**config.mk**
```make
export PLATFORM = sky130hd
export DESIGN_NAME = ascon_perm_seq
export DESIGN_NICKNAME = d
export VERILOG_FILES = /design/src/rtl/ascon_pkg.sv /design/src/rtl/ascon_round.sv /design/src/rtl/ascon_perm_seq.sv
export SDC_FILE = /design/constraint.sdc
export NUM_CORES = 2
export LEC_CHECK = 0
export BUFFER_PORTS_ARGS = -buffer_cell sky130_fd_sc_hd__buf_2
export CAP_MARGIN = 20
export CORE_AREA = 2 2 249 251
export DETAILED_ROUTE_END_ITERATION = 6
export DIE_AREA = 0 0 251 253
export GPL_TIMING_DRIVEN = 0
export PLACE_DENSITY = 0.74
export SYNTH_ARGS = -nofsm -noshare
export SYNTH_HDL_FRONTEND = slang
export SYNTH_SLANG_ARGS = --single-unit
```
**constraint.sdc**
```tcl
create_clock -name clk -period 3.1 [get_ports clk]
set_clock_uncertainty 0.15 [all_clocks]
set_input_delay 0.155 -clock clk [delete_from_list [all_inputs] [get_ports clk]]
set_output_delay 0.155 -clock clk [all_outputs]
set_load 0.01 [all_outputs]
```
**src/rtl/ascon_pkg.sv**
```systemverilog
// Shared types, round-constant table and helpers for the ASCON permutation sequencer.
package ascon_pkg;

    // Lane [4] holds x0 (bits 319:256) and lane [0] holds x4 (bits 63:0).
    typedef logic [4:0][63:0] ascon_state_t;

    typedef enum logic [1:0] {
        ST_IDLE = 2'd0,
        ST_RUN  = 2'd1,
        ST_DONE = 2'd2
    } seq_state_e;

    // Entry r is {15-r, r}; index 0 sits in the low byte.
    localparam logic [11:0][7:0] ASCON_RC = {
        8'h4B, 8'h5A, 8'h69, 8'h78, 8'h87, 8'h96,
        8'hA5, 8'hB4, 8'hC3, 8'hD2, 8'hE1, 8'hF0
    };

    // Linear-layer rotations, index i applies to lane xi.
    localparam logic [4:0][5:0] ROT_A = {6'd7, 6'd10, 6'd1, 6'd61, 6'd19};
    localparam logic [4:0][5:0] ROT_B = {6'd41, 6'd17, 6'd6, 6'd39, 6'd28};

    function automatic logic [3:0] rounds_of(input logic [1:0] sel);
        logic [3:0] n;
        case (sel)
            2'd1:    n = 4'd8;
            2'd2:    n = 4'd6;
            default: n = 4'd12;
        endcase
        return n;
    endfunction

    function automatic logic [63:0] ror64(input logic [63:0] x, input logic [5:0] n);
        return (x >> n) | (x << (7'd64 - {1'b0, n}));
    endfunction

endpackage

```
**src/rtl/ascon_round.sv**
```systemverilog
// One combinational ASCON round: constant addition, bit-sliced S-box, linear layer.
module ascon_round
    import ascon_pkg::*;
(
    input  logic [319:0] i_state,
    input  logic [7:0]   i_rc,
    output logic [319:0] o_state
);

    logic [63:0] w_x0, w_x1, w_x2, w_x3, w_x4;
    logic [63:0] w_t0, w_t1, w_t2, w_t3, w_t4;

    // Round datapath, evaluated in place on the five lanes.
    always_comb begin
        w_x0 = i_state[319:256];
        w_x1 = i_state[255:192];
        w_x2 = i_state[191:128] ^ {56'd0, i_rc};
        w_x3 = i_state[127:64];
        w_x4 = i_state[63:0];

        w_x0 = w_x0 ^ w_x4;
        w_x4 = w_x4 ^ w_x3;
        w_x2 = w_x2 ^ w_x1;
        w_t0 = ~w_x0 & w_x1;
        w_t1 = ~w_x1 & w_x2;
        w_t2 = ~w_x2 & w_x3;
        w_t3 = ~w_x3 & w_x4;
        w_t4 = ~w_x4 & w_x0;
        w_x0 = w_x0 ^ w_t1;
        w_x1 = w_x1 ^ w_t2;
        w_x2 = w_x2 ^ w_t3;
        w_x3 = w_x3 ^ w_t4;
        w_x4 = w_x4 ^ w_t0;
        w_x1 = w_x1 ^ w_x0;
        w_x0 = w_x0 ^ w_x4;
        w_x3 = w_x3 ^ w_x2;
        w_x2 = ~w_x2;

        o_state = {
            w_x0 ^ ror64(w_x0, ROT_A[0]) ^ ror64(w_x0, ROT_B[0]),
            w_x1 ^ ror64(w_x1, ROT_A[1]) ^ ror64(w_x1, ROT_B[1]),
            w_x2 ^ ror64(w_x2, ROT_A[2]) ^ ror64(w_x2, ROT_B[2]),
            w_x3 ^ ror64(w_x3, ROT_A[3]) ^ ror64(w_x3, ROT_B[3]),
            w_x4 ^ ror64(w_x4, ROT_A[4]) ^ ror64(w_x4, ROT_B[4])
        };
    end

endmodule

```
**src/rtl/ascon_perm_seq.sv**
```systemverilog
// Multi-cycle ASCON permutation sequencer (12/8/6 rounds).
// Define ASCON_PERM_UNROLL2_EN to chain two rounds per cycle.
module ascon_perm_seq
    import ascon_pkg::*;
(
    input  logic         clk,
    input  logic         rst_n,
    input  logic         start,
    input  logic [1:0]   rounds_sel,
    input  logic [319:0] state_in,
    output logic         ready,
    output logic         busy,
    output logic         done,
    output logic [319:0] state_out
);

`ifdef ASCON_PERM_UNROLL2_EN
    localparam logic [3:0] RND_STEP = 4'd2;
    localparam logic [3:0] RND_LAST = 4'd10;
`else
    localparam logic [3:0] RND_STEP = 4'd1;
    localparam logic [3:0] RND_LAST = 4'd11;
`endif

    seq_state_e   r_state, w_state_nxt;
    logic [3:0]   r_rnd, w_rnd_nxt;
    ascon_state_t r_st, w_st_nxt;
    logic [7:0]   w_rc0;
    logic [319:0] w_r0;
    logic [319:0] w_rnd_out;

    assign w_rc0 = ASCON_RC[r_rnd];

    ascon_round u_round0 (
        .i_state (r_st),
        .i_rc    (w_rc0),
        .o_state (w_r0)
    );

`ifdef ASCON_PERM_UNROLL2_EN
    logic [7:0]   w_rc1;
    logic [319:0] w_r1;

    // r_rnd is even and at most 10 here, so r_rnd+1 stays inside the table.
    assign w_rc1 = ASCON_RC[r_rnd + 4'd1];

    ascon_round u_round1 (
        .i_state (w_r0),
        .i_rc    (w_rc1),
        .o_state (w_r1)
    );

    assign w_rnd_out = w_r1;
`else
    assign w_rnd_out = w_r0;
`endif

    assign state_out = r_st;

    // Next-state, counter and status decode.
    always_comb begin
        w_state_nxt = r_state;
        w_rnd_nxt   = r_rnd;
        w_st_nxt    = r_st;
        ready       = 1'b0;
        busy        = 1'b0;
        done        = 1'b0;
        case (r_state)
            ST_IDLE: begin
                ready = 1'b1;
                if (start) begin
                    w_state_nxt = ST_RUN;
                    w_st_nxt    = state_in;
                    w_rnd_nxt   = 4'd12 - rounds_of(rounds_sel);
                end else begin
                    w_state_nxt = ST_IDLE;
                end
            end
            ST_RUN: begin
                busy     = 1'b1;
                w_st_nxt = w_rnd_out;
                // Counter holds on the final step so it never leaves 0..11.
                if (r_rnd == RND_LAST) begin
                    w_state_nxt = ST_DONE;
                end else begin
                    w_rnd_nxt = r_rnd + RND_STEP;
                end
            end
            ST_DONE: begin
                done        = 1'b1;
                w_state_nxt = ST_IDLE;
            end
            default: begin
                w_state_nxt = ST_IDLE;
            end
        endcase
    end

    // State, counter and permutation-state registers with synchronous reset.
    always_ff @(posedge clk) begin
        if (!rst_n) begin
            r_state <= ST_IDLE;
            r_rnd   <= 4'd0;
            r_st    <= '0;
        end else begin
            r_state <= w_state_nxt;
            r_rnd   <= w_rnd_nxt;
            r_st    <= w_st_nxt;
        end
    end

endmodule
```
==> results <==
- The flow ran to the end, but the final reports show violations.
- The final reports fail on design-rule violations, negative setup slack.
- For this run, design rule violations remaining after detail routing come to 2.
- The starting density of the core is 49.4%.
- The clock slew seen by the registers of the worst setup and hold paths is 60 ps.
- TritonCTS built the clock tree.
- The start-to-end type of the worst setup path is reg -> reg.
- The largest total area in the synthesized netlist belongs to sky130_fd_sc_hd__dfxtp_1.
- The number of max-cap violations is 0.
- In this design, the largest share of critical-path delay is due to XOR/XNOR gates.
- For this block, the initial DRC count from the detailed router was 6,062.
- The most frequent cell after synthesis is sky130_fd_sc_hd__xnor2_1.
- Counting the fill cells in the layout gives 5,079.
- The congestion estimate from routability-driven global placement came to 1.13.
- The cell area after technology mapping is 0.0301 mm².
- Setup repair after global routing left no endpoint under its margin.
- Setup violations remaining at the end of the flow were counted as 57.
- The data arrival time of the worst path is 3630 ps.
- Counting I/O delays and the setup requirement, the final critical path takes 3310 ps.
- The critical path required time is 3410 ps.
- The max-slew violation count is 0.
- The die covers 0.0635 mm².
- The total routing usage reported by global routing is 59.5%.
- After technology mapping, the gate count stands at 3,392.
- The worst path uses 107% of the clock period.
- The number of synthesized register bits is 334.
- The count of buffers inserted at the top-level ports is 645.
- STA classifies the critical path endpoint as a register.
- The commonest cells after synthesis are sky130_fd_sc_hd__xnor2_1 (529), sky130_fd_sc_hd__dfxtp_1 (334), sky130_fd_sc_hd__nand2_1 (272), sky130_fd_sc_hd__xor2_1 (270), sky130_fd_sc_hd__nor2_1 (213).
- The first-pass detailed-route iteration total is 7.
- The final-report hold violation count was 0.
- In the final routed layout, each cell accounts on average for 37.3 µm.
- The area growth from synthesis to layout is 32.5%.
- After synthesis, the largest area contributor takes up 22.2% of total cell area.
- The via count of the first global-routing pass was 31,500.
- The dominant cell type by count on the critical path is sky130_fd_sc_hd__xor2_1.
- The initial antenna violation count came to 9.
- The measured slew at the worst slew-check pin is 1400 ps.
- Using the TritonRoute via totals, the vias-per-cell ratio works out to 6.57.
- The via count is 34,700.
- In this run the remaining antenna-violating nets after routing total 0.
- The global-route wire length before repair is 256,000 µm.
- The largest fanout on the critical path is 4.
- Counting along the longest clock path gives a buffer depth of 3.
- Entering global routing, the biggest net connects 13 pins.
- In the synthesized netlist the async set-or-reset flop fraction comes to 0%.
- The final layout contains 4,909 nets.
- The primary flip-flop cell chosen by synthesis mapping is sky130_fd_sc_hd__dfxtp_1.
- The final setup slack of the worst path is -214 ps.
- The clock latency on the worst-skew pair is 650 ps.
- Measured along the y axis, the die boundary spans 253 µm.
- The clock root buffer is sky130_fd_sc_hd__clkbuf_16.
- The highest clock frequency the design can meet is 0.302 GHz.
- The H-tree was split into 2 levels.
- For this design, the slowest cell found on the critical path is sky130_fd_sc_hd__xnor2_1.
- The path category of the worst min-delay check is in -> reg.
- The count of clock tree sinks is 334.
- The final wirelength is 197,000 µm.
- The core outline area is 0.0610 mm².
- For this run, the slowest stage of the critical path takes 960 ps.
- The total overflow reported by the global router is 0.
- The number of placement rows is 91.
- The critical path buffer and inverter count is 0.
- Each instance of the synthesized netlist takes up on average 8.88 µm².
- Prior to clock tree synthesis, the placed netlist has a worst setup slack of -561 ps.
- The worst max-slew margin expressed relative to the limit is 5.73%.
- The number of synthesized flops with an enable pin is 0.
- The signal on the critical path passes through xor2_1 > xor2_1 > xnor2_1 > xor2_1 > xnor2_1 > o221ai_1.
- The number of clock buffers inserted by TritonCTS is 45.
- The die is 251 µm wide.
- The sequential area share after synthesis is 22.2%.
- Pin placement for this block handled 648 I/O pins.
- The kind of start point of the critical path is a register.
- Counting distinct cell types in the post-synthesis netlist gives 47.
- Cells with a size suffix above 1 make up 23.0% of the layout.
- The post-detailed-placement half-perimeter wirelength is 155,000 µm.
- The number of nets produced by synthesis is 3,849.
- The Yosys step of the flow raised 0 warnings.
- After synthesis, the cell types taking the most area are sky130_fd_sc_hd__dfxtp_1 (22%), sky130_fd_sc_hd__xnor2_1 (15%), sky130_fd_sc_hd__xor2_1 (7.8%).
-- sequential cells by signal (all words and copies together) (netlist names) --
| register | count |
|---|---|
| state_out | 320 |
| r_rnd | 4 |
| u_round0.i_rc | 8 |
| r_state | 2 |
-- cells in the final DEF (no fill, tap or decap), types with 20 or more instances in the layout --
| cell | Yosys | final |
|---|---|---|
| sky130_fd_sc_hd__a211oi_1 | 43 | 43 |
| sky130_fd_sc_hd__a21oi_1 | 84 | 84 |
| sky130_fd_sc_hd__a22oi_1 | 32 | 32 |
| sky130_fd_sc_hd__a41oi_1 | 28 | 28 |
| sky130_fd_sc_hd__and2_1 | 35 | 35 |
| sky130_fd_sc_hd__and3_1 | 20 | 20 |
| sky130_fd_sc_hd__buf_2 | 30 | 671 |
| sky130_fd_sc_hd__buf_4 | 3 | 35 |
| sky130_fd_sc_hd__clkbuf_1 | 125 | 124 |
| sky130_fd_sc_hd__clkbuf_16 | 0 | 45 |
| sky130_fd_sc_hd__dfxtp_1 | 334 | 333 |
| sky130_fd_sc_hd__dlygate4sd3_1 | 0 | 328 |
| sky130_fd_sc_hd__ha_1 | 132 | 132 |
| sky130_fd_sc_hd__inv_1 | 160 | 160 |
| sky130_fd_sc_hd__mux2i_1 | 47 | 47 |
| sky130_fd_sc_hd__nand2_1 | 272 | 271 |
| sky130_fd_sc_hd__nand3_1 | 172 | 172 |
| sky130_fd_sc_hd__nor2_1 | 213 | 213 |
| sky130_fd_sc_hd__nor2b_1 | 59 | 59 |
| sky130_fd_sc_hd__o211a_1 | 85 | 85 |
| sky130_fd_sc_hd__o211ai_1 | 48 | 48 |
| sky130_fd_sc_hd__o21ai_0 | 196 | 196 |
| sky130_fd_sc_hd__o21ai_1 | 44 | 44 |
| sky130_fd_sc_hd__o221ai_1 | 26 | 26 |
| sky130_fd_sc_hd__or3_1 | 36 | 36 |
| sky130_fd_sc_hd__xnor2_1 | 529 | 502 |
| sky130_fd_sc_hd__xnor2_2 | 123 | 144 |
| sky130_fd_sc_hd__xnor3_1 | 78 | 78 |
| sky130_fd_sc_hd__xor2_1 | 270 | 266 |
| sky130_fd_sc_hd__xor2_2 | 24 | 27 |
-- cells by family (layout without fill, tap and decap cells) --
group / count (synthesis) / after routing / synth area share [%]
xor+xnor: 1036 / 1036 / 38.0
simple gates: 812 / 812 / 12.1
compound gates: 645 / 645 / 14.8
buf+inv: 346 / 1443 / 4.47
flops: 334 / 334 / 22.2
fa+ha+maj: 166 / 166 / 6.67
mux: 53 / 53 / 1.79
other cells: 0 / 3 / 0
-- area by class of cell --
type	instances	area (µm²)	area share (%)
diodes	3	7.51	0.0188
plain buffers	175	762	1.91
clock buffers	68	1360	3.41
clock inverters	16	184	0.461
inverters	170	643	1.61
multi-input cells	2712	22400	56.1
flip-flops and latches	334	6690	16.7
well taps	790	988	2.48
repair buffers	1014	6880	17.2
-- metrics by stage --
stage	util [%]	std cells	instance area (µm²)	TNS [ps]	hold slack [ps]
after floorplan	-	3392	30100	0	179
after global placement	56.3	4827	34300	-46620	267
after detailed placement	56.9	4861	34700	-23740	272
after CTS	65.1	5273	39700	0	20.6
after global routing	65.4	5279	39900	0	31.5
final	65.4	5282	39900	-2750	40.5
-- worst min-delay path: stages --
cell and delay (ps):
sky130_fd_sc_hd__buf_2 110, sky130_fd_sc_hd__inv_1 70, sky130_fd_sc_hd__ha_1 140, sky130_fd_sc_hd__nand2_1 50
sky130_fd_sc_hd__nand3_1 100, sky130_fd_sc_hd__o211a_1 150
-- timing repair --
action	4_1_cts	5_1_grt
hold buffers	328	0
buffers inserted	0	0
endpoints found under the hold margin	321	0
resized for setup	40	28
endpoints found under the setup margin	184	52
-- path summary, 6_finish.rpt --
kind             startpoint              to  slack, ps  depth (start not counted)
min           rounds_sel[0]        r_rnd[1]         40                          6
max reg2reg  state_out[317]  state_out[253]       -210                          6
max          state_out[317]  state_out[253]       -210                          6
min reg2reg        r_rnd[3]      r_state[1]        370                          2
-- routing by layer --
metal	track usage (%)	vias up	part of all wire [%]
li1	-	13700	-
met1	70.9	16400	34
met2	82.1	3515	38
met3	22.9	1092	16
met4	54.4	6	12
met5	0	-	0.021
Power is left out: the tool's default activity adds up to more than one toggle a clock period on the data nets, which glitch-free logic cannot reach.
